**config.mk**
```make
export PLATFORM = sky130hd
export DESIGN_NAME = apv_frame_emulator
export DESIGN_NICKNAME = d
export VERILOG_FILES = /design/src/rtl/apv_frame_emulator.sv
export SDC_FILE = /design/constraint.sdc
export NUM_CORES = 1
export LEC_CHECK = 0
export BUFFER_PORTS_ARGS = -buffer_cell sky130_fd_sc_hd__buf_2
export CORE_ASPECT_RATIO = 0.7
export CORE_UTILIZATION = 45
export DETAILED_ROUTE_END_ITERATION = 10
export PLACE_DENSITY = 0.7
export SLEW_MARGIN = 20
export SYNTH_ARGS = -nofsm -noshare
export SYNTH_HDL_FRONTEND = slang
export SYNTH_SLANG_ARGS = --single-unit
export TNS_END_PERCENT = 1
```
**constraint.sdc**
```tcl
create_clock -name CLK -period 2.7 [get_ports CLK]
set_input_delay 0.27 -clock CLK [delete_from_list [all_inputs] [get_ports CLK]]
set_output_delay 0.27 -clock CLK [all_outputs]
set_load 0.01 [all_outputs]
```
**src/rtl/apv_frame_emulator.sv**
```systemverilog
// APV25 frame emulator: sync ticks plus triggered 140-slot frames on a 12-bit ADC stream.
// Define APV_EMU_TRIG_QUEUE_EN for a 15-deep trigger queue; otherwise a single pending trigger.
module apv_frame_emulator (
  input  logic        CLK,
  input  logic        RST,
  input  logic        ENABLE,
  input  logic        TRIGGER,
  input  logic [7:0]  SYNC_PERIOD,
  input  logic [11:0] HIGH_LEVEL,
  input  logic [11:0] LOW_LEVEL,
  input  logic [11:0] BASELINE,
  input  logic [7:0]  MARKER_CH,
  input  logic        APV_ERROR_N,
  output logic [11:0] ADC_PDATA,
  output logic        FRAME_ACTIVE,
  output logic [7:0]  FRAME_COUNT,
  output logic [3:0]  TRIG_PENDING,
  output logic        TRIG_OVERFLOW
);

  typedef enum logic [2:0] {S_IDLE, S_HEADER, S_ADDR, S_ERR, S_ANALOG} state_t;

  state_t      state_q;
  logic [6:0]  idx_q;
  logic [7:0]  cnt_q, cnt_d;
  logic [3:0]  pend_q, pend_d;
  logic        ovf_q, ovf_d;
  logic        err_q;
  logic [11:0] pdata_q;
  logic        active_q;
  logic [7:0]  fc_q;

  logic        tick, start, trig, marker_hit, addr_bit;
  logic [11:0] analog;

  assign tick       = ENABLE && (cnt_q == '0);
  assign start      = (state_q == S_IDLE) && tick && (pend_q != '0);
  assign trig       = TRIGGER && ENABLE;
  assign marker_hit = (MARKER_CH == {1'b0, idx_q});
  assign analog     = BASELINE + {5'd0, idx_q};
  assign addr_bit   = fc_q[3'd7 - idx_q[2:0]];

  always_comb begin
    cnt_d  = '0;
    pend_d = pend_q;
    ovf_d  = ovf_q;
    if (ENABLE) begin
      cnt_d = (cnt_q == '0) ? SYNC_PERIOD : cnt_q - 8'd1;
`ifdef APV_EMU_TRIG_QUEUE_EN
      // A trigger landing on a frame start replaces the consumed entry.
      if (trig && !start) begin
        if (pend_q == 4'd15) ovf_d = 1'b1;
        else                 pend_d = pend_q + 4'd1;
      end else if (start && !trig) begin
        pend_d = pend_q - 4'd1;
      end
`else
      if (start) pend_d = '0;
      if (trig) begin
        if ((pend_q != '0) || active_q) ovf_d = 1'b1;
        else                            pend_d = 4'd1;
      end
`endif
    end else begin
      pend_d = '0;
    end
  end

  always_ff @(posedge CLK or posedge RST) begin
    if (RST) begin
      state_q  <= S_IDLE;
      idx_q    <= '0;
      cnt_q    <= '0;
      pend_q   <= '0;
      ovf_q    <= 1'b0;
      err_q    <= 1'b0;
      pdata_q  <= '0;
      active_q <= 1'b0;
      fc_q     <= '0;
    end else begin
      cnt_q  <= cnt_d;
      pend_q <= pend_d;
      ovf_q  <= ovf_d;
      case (state_q)
        S_IDLE: begin
          // The start edge itself emits header slot 0.
          if (start) begin
            state_q  <= S_HEADER;
            idx_q    <= 7'd1;
            err_q    <= APV_ERROR_N;
            pdata_q  <= HIGH_LEVEL;
            active_q <= 1'b1;
          end else begin
            idx_q    <= '0;
            pdata_q  <= tick ? HIGH_LEVEL : LOW_LEVEL;
            active_q <= 1'b0;
          end
        end
        S_HEADER: begin
          pdata_q <= HIGH_LEVEL;
          if (idx_q == 7'd2) begin
            state_q <= S_ADDR;
            idx_q   <= '0;
          end else begin
            idx_q <= idx_q + 7'd1;
          end
        end
        S_ADDR: begin
          pdata_q <= addr_bit ? HIGH_LEVEL : LOW_LEVEL;
          if (idx_q == 7'd7) begin
            state_q <= S_ERR;
            idx_q   <= '0;
          end else begin
            idx_q <= idx_q + 7'd1;
          end
        end
        S_ERR: begin
          pdata_q <= err_q ? HIGH_LEVEL : LOW_LEVEL;
          state_q <= S_ANALOG;
          idx_q   <= '0;
        end
        S_ANALOG: begin
          pdata_q <= marker_hit ? HIGH_LEVEL : analog;
          if (idx_q == 7'd127) begin
            fc_q    <= fc_q + 8'd1;
            state_q <= S_IDLE;
            idx_q   <= '0;
          end else begin
            idx_q <= idx_q + 7'd1;
          end
        end
        default: begin
          state_q <= S_IDLE;
          idx_q   <= '0;
        end
      endcase
    end
  end

  assign ADC_PDATA     = pdata_q;
  assign FRAME_ACTIVE  = active_q;
  assign FRAME_COUNT   = fc_q;
  assign TRIG_PENDING  = pend_q;
  assign TRIG_OVERFLOW = ovf_q;

endmodule

```
==> results.ini, run 1 <==
[status]
status=finished, final reports clean

[critical_path]
cp_slowest_cell=dfrtp_1
slowest_delay_ns=0.49
regToRegSetupSlack_ns=0.22
cp_max_fo=9
cp-end-kind=flip-flop
arrival_ns=2.67
critPathLaunchType=flip-flop
crit_type=reg2reg
critPathRequiredTime_ns=2.89
path_cells=ha_1 -> fa_1 -> a21oi_1 -> o22ai_1 -> or3_1 -> a31o_2 -> o21ai_0 -> o211ai_1
reg2reg_depth=8
crit_cells=8
r2r_end=ADC_PDATA[6]$_DFFE_PP0P_
worst-path-buf-inv=0
crit_family=compound AO/OA/AOI/OAI gates
r2r-start=idx_q[0]$_DFF_PP0_

[global_routing]
grt_pass1_vias=2615
grt_max_degree=31
gr-total-overflow=0
antenna_found_initial=0
track_usage=0.232
grt_pass1_wl_um=12600

[timing]
finalClockSkew_ns=0.00812
setup-tns-final_ns=0
timing.fmax_ghz=0.402
period_share=0.920
finalSetupViolations=0
fin_crit_ns=2.48
timing.final.max_slew_violations=0
rsz0062_at_grt=false
hold_viol_final=0
tightest_slew_ns=0.575
fin_ws_ns=0.215
slew_headroom=0.613

[clocking]
insertion_delay_ns=0.31
cts_sinks=45
numCtsBuffers=5
cts_root_buf=clkbuf_8
cts_tree=done
htree_levels=2
clkTransAtPathRegs_ns=0.10
post-cts-setup-buffers=0
clk_path_buf_depth=2

[synth]
ys_ff_latch=45
yosysSeqAreaShare=0.379
yosys_warnings=0
ys_types=59
synth_top_area_cell=dfrtp_1
synthesis.nets=398
synth_cells=328
synth_enable_flop_cells=0
syn-cell-area_um2=2970
async_flop_share=1.00
yosysTopAreaCellShare=0.379
synth_area_leaders=dfrtp_1 (38%), ha_1 (5.1%), xnor2_1 (4.4%)
synth_ff_type=dfrtp_1
post_synth.cell_area_avg_um2=9.06

[placed_design]
postPlaceCellArea_um2=3490
dp_slack_ns=0.264
port_buffers=82
hpwl_um=5890
gp_congestion=0.899

[cells_and_area]
fin_util=0.570
nNetsFinal=485
final_common_cell=buf_2
syn_to_final_growth_pct=21.0
fin_area_um2=3600
insertedDiodeCount=0
drive_gt1_frac=0.281
final_cell_mix=buf_2 (82), dfrtp_1 (45), nor2_1 (34), nand2_1 (34), a21oi_1 (24)

[run]
drv_cap=0

[detailed_routing]
vias_per_cell=5.65
detail_route.iter0.violations=139
drt_wl_total_um=7700
drc=0
antenna_left=0
vias=2791
detail_route.first_pass.iterations=5
post_drt_wl_per_cell_um=15.6

[worst_hold_path]
whs_path_depth=3
hold_end=ADC_PDATA[3]$_DFFE_PP0P_
hold_path.class=in2reg
min_from=HIGH_LEVEL[3]

[die]
dieArea_um2=6940
rows=24
start_util=0.471
num_io_pins=83
die_h_um=70.0
die_w_um=99.1
coreArea_um2=6310

[pwr]
leakage_nw=1.77
vdd_drop_max_mv=0.239
pwr_density_cell_nw_per_um2=485

[layout make-up]
class / instances / area, um^2
Clock buffer: 5 / 68.8
Clock inverter: 3 / 25.0
Fill cell: 584 / 2710
Inverter: 11 / 41.3
Multi-Input combinational cell: 261 / 1760
Sequential cell: 45 / 1130
Tap cell: 78 / 97.6
Timing Repair Buffer: 91 / 480
[flip-flops by register name, summed over array words and instances (netlist names)]
register and count:
idx_q 7, TRIG_PENDING 4, err_q 1, FRAME_COUNT 8, TRIG_OVERFLOW 1, cnt_q 8, FRAME_ACTIVE 1, ADC_PDATA 12
state_q 3
[cells in the mapped netlist (all sizes together), types with 6 or more instances]
cell and instances:
clkbuf 7, ha 12, inv 10, xor2 14, xnor2 15, and2 6
nand2 34, o21ai 17, nand3 6, nor2 34, a21oi 24, a211oi 8
dfrtp 45, mux2i 7
[worst max-delay path by stage]
stage                             from                         to  slack [ns]
floorplan           idx_q[0]$_DFF_PP0_   ADC_PDATA[6]$_DFFE_PP0P_        0.46
global placement    idx_q[0]$_DFF_PP0_  ADC_PDATA[10]$_DFFE_PP0P_        0.34
detailed placement  idx_q[0]$_DFF_PP0_   ADC_PDATA[6]$_DFFE_PP0P_        0.26
CTS                 idx_q[0]$_DFF_PP0_   ADC_PDATA[6]$_DFFE_PP0P_        0.25
global route        idx_q[0]$_DFF_PP0_  ADC_PDATA[10]$_DFFE_PP0P_        0.03
finish              idx_q[0]$_DFF_PP0_   ADC_PDATA[6]$_DFFE_PP0P_        0.22
[routing by layer]
metal  vias up  share of wire  GRT usage
met1      1315           0.49      0.353
li1       1361              -          -
met4         0         0.0066     0.0408
met3         7          0.080     0.0601
met5         -              0          0
met2       108           0.42      0.333
[worst min-delay path: cells and delay by family]
| family | cells | cell delay (ns) |
|---|---|---|
| AO/OA/AOI/OAI | 1 | 0.06 |
| buffers and inverters | 1 | 0.09 |
| AND/OR/NAND/NOR | 1 | 0.04 |
[what timing repair did]
item                                   4_1_cts  5_1_grt
hold buffers                                 1        0
endpoints found under the hold margin       15        0
gates resized for setup                      0        0
[power by group]
| part | internal (W) | leakage (nW) | switching, W | total (W) |
|---|---|---|---|---|
| logic | 0.000220 | 1.16 | 0.000269 | 0.000489 |
| clock network | 0.000187 | 0.0447 | 0.000271 | 0.000458 |
| registers | 0.000736 | 0.562 | 0.0000610 | 0.000797 |
| total | 0.00114 | 1.77 | 0.000601 | 0.00174 |
[through the flow]
stage	total power, W	std cells	hold slack (ns)
finish	0.00174	494	0.182
global route	0.00185	494	0.189
CTS	0.00176	494	0.178
detailed placement	0.00130	485	0.284
global placement	0.00128	485	0.287
floorplan	0.00115	328	0.399
[cells by family after synthesis]
logic type / after synthesis / share of synthesized area
multiplexers: 10 / 0.0349
AO/OA/AOI/OAI: 90 / 0.203
adder cells (fa/ha/maj): 13 / 0.0572
buffers and inverters: 22 / 0.0299
flip-flops: 45 / 0.379
AND/OR/NAND/NOR: 119 / 0.211
XOR/XNOR: 29 / 0.0854
Power figures use the tool's default switching activity.
==> run 2: changes to the inputs <==
ABC_AREA = 0   (was default)
CELL_PAD_IN_SITES_DETAIL_PLACEMENT = 1   (was default)
CELL_PAD_IN_SITES_GLOBAL_PLACEMENT = 2   (was default)
CORE_UTILIZATION = 31   (was 45)
PLACE_DENSITY = default   (was 0.7)
PLACE_DENSITY_LB_ADDON = 0.1   (was default)
==> run 2 against run 1 <==
Hold slack improved by 0.030 ns. Core utilization fell by 16 points. Flip-flop and latch count did not move. Final area rose by 4.1%. Non-clock buffer count rose by 1. Largest cell class unchanged. Critical path depth did not move. Via count fell by 0.68%. Die area rose by 44%. Sequential power rose by 0.9%. Final cell count rose by 9.5%. Clock skew fell by 0.0041 ns.
==> results.ini, run 2 (synthesis gave the netlist of run 1 again) <==
[status]
status=finished, final reports clean

[timing]
period_share=0.908  ; -0.0122
timing.final.max_slew_violations=0  ; unchanged
finalSetupViolations=0  ; unchanged
slew_headroom=0.603  ; -0.0105
finalClockSkew_ns=0.00397  ; -0.00414 ns
tightest_slew_ns=0.591  ; +0.0156 ns
hold_viol_final=0  ; unchanged
fin_crit_ns=2.45  ; -0.0330 ns
rsz0062_at_grt=false
setup-tns-final_ns=0  ; unchanged
timing.fmax_ghz=0.408  ; +1.3%
holdWs_ns=0.213  ; +0.0305 ns

[die]
die_h_um=83.9  ; +20%
coreArea_um2=9180  ; +46%
num_io_pins=83  ; unchanged
dieArea_um2=9990  ; +44%
die_w_um=119  ; +20%
start_util=0.324  ; -0.148
rows=29  ; +21%

[global_routing]
gr-total-overflow=0  ; unchanged
grt_pass1_vias=2847  ; +8.9%
antenna_found_initial=0  ; unchanged
grt_max_degree=28  ; -9.7%
grt_pass1_wl_um=15200  ; +20%
track_usage=0.196  ; -0.0363

[clocking]
htree_levels=2  ; unchanged
clkTransAtPathRegs_ns=0.06  ; -0.04 ns
cts_sinks=45  ; unchanged
cts_tree=done
post-cts-setup-buffers=0  ; unchanged
clk_path_buf_depth=2  ; unchanged
numCtsBuffers=5  ; unchanged
insertion_delay_ns=0.29  ; -0.02 ns
cts_root_buf=clkbuf_16

[critical_path]
critPathRequiredTime_ns=2.86  ; -0.03 ns
cp_slowest_cell=dfrtp_1
critPathLaunchType=flip-flop
cp_max_fo=9  ; unchanged
slowest_delay_ns=0.48  ; about the same
cp-end-kind=flip-flop
path_cells=ha_1 -> fa_1 -> a21oi_2 -> o22ai_1 -> or3_1 -> a31o_2 -> o21ai_0 -> o211ai_1
crit_type=reg2reg
arrival_ns=2.62  ; -0.05 ns

[cells_and_area]
fin_util=0.408  ; -0.163
syn_to_final_growth_pct=26.0
insertedDiodeCount=0  ; unchanged
final_cell_mix=buf_2 (82), dfrtp_1 (45), nor2_1 (34), nand2_1 (34), a21oi_1 (23)
fillers=1124  ; +92%
drive_gt1_frac=0.285  ; +0.00412
largest_reg_flops=12  ; unchanged
final_common_cell=buf_2
nNetsFinal=486  ; +0.21%

[detailed_routing]
drt_wl_total_um=9120  ; +18%
detail_route.first_pass.iterations=4  ; -1
vias=2772  ; -0.68%
detail_route.iter0.violations=91  ; -35%
drc=0  ; unchanged
antenna_left=0  ; unchanged
vias_per_cell=5.12  ; -9.3%
post_drt_wl_per_cell_um=16.9  ; +8.2%

[placed_design]
gp_congestion=0.833  ; -7.3%
port_buffers=82  ; unchanged
hpwl_um=7310  ; +24%

[run]
drv_cap=0  ; unchanged

[pwr]
leakage_nw=1.81  ; +2.6%
pwr_density_cell_nw_per_um2=546  ; +13%
vdd_drop_max_mv=0.274  ; +15%

[worst_hold_path]
hold_path.class=in2reg

## run 2: layout make-up
type                       count  area (um^2)  area share
inverter                      11         41.3      0.0110
timing repair buffer          92          488       0.130
clock inverter                 1         30.0     0.00802
clock buffer                   7          143      0.0381
sequential                    45         1130       0.301
multi-input combinational    261         1760       0.470
tap                          124          155      0.0414
## run 2: through the flow
stage / total power (W) / std cells / instance area (um^2) / worst slack, ns
3_5_place_dp: 0.00133 / 532 / 3560 / 0.199
4_1_cts: 0.00207 / 541 / 3740 / 0.177
5_1_grt: 0.00217 / 541 / 3740 / 0.0714
6_report: 0.00204 / 541 / 3740 / 0.248
3_3_place_gp: 0.00132 / 532 / 3560 / 0.316
2_1_floorplan: 0.00115 / 328 / 2970 / 0.462
## run 2: per-layer routing
layer	wire, um	global-route usage	share of wire	vias up
met5	0	0	0	-
met4	68	0.0437	0.0075	0
met3	508	0.0430	0.056	6
met2	3530	0.266	0.39	65
li1	-	-	-	1366
met1	5020	0.305	0.55	1335
## run 2: where the power goes
| group | internal, W | switching (W) | total (W) | leakage [nW] |
|---|---|---|---|---|
| Sequential | 0.000737 | 0.0000675 | 0.000804 | 0.562 |
| Clock | 0.000463 | 0.000269 | 0.000732 | 0.0841 |
| Combinational | 0.000229 | 0.000280 | 0.000509 | 1.17 |
| Total | 0.00143 | 0.000616 | 0.00204 | 1.81 |
## run 2: worst paths after layout
path / from / to / slack [ns] / cells past startpoint
setup / recovery: idx_q[0]$_DFF_PP0_ / ADC_PDATA[6]$_DFFE_PP0P_ / 0.25 / 8
setup reg to reg: idx_q[0]$_DFF_PP0_ / ADC_PDATA[6]$_DFFE_PP0P_ / 0.25 / 8
hold reg to reg: TRIG_OVERFLOW$_DFFE_PP0P_ / TRIG_OVERFLOW$_DFFE_PP0P_ / 0.46 / 1
hold / removal: HIGH_LEVEL[11] / ADC_PDATA[11]$_DFFE_PP0P_ / 0.21 / 3
min in group asynchronous: RST / cnt_q[1]$_DFF_PP0_ / 0.51 / 3
max in group asynchronous: RST / idx_q[1]$_DFF_PP0_ / 1.45 / 4
## run 2: critical path: cells and delay by family (launching register included)
| family | cells | cell delay, ns |
|---|---|---|
| compound gates | 5 | 0.81 |
| simple gates | 1 | 0.33 |
| flops | 1 | 0.48 |
| fa+ha+maj | 2 | 0.70 |
## run 2: timing repair
item,4_1_cts,5_1_grt
gates resized for setup,0,1
hold buffers,1,0
endpoints found under the setup margin,0,1
hold endpoints to repair,18,0
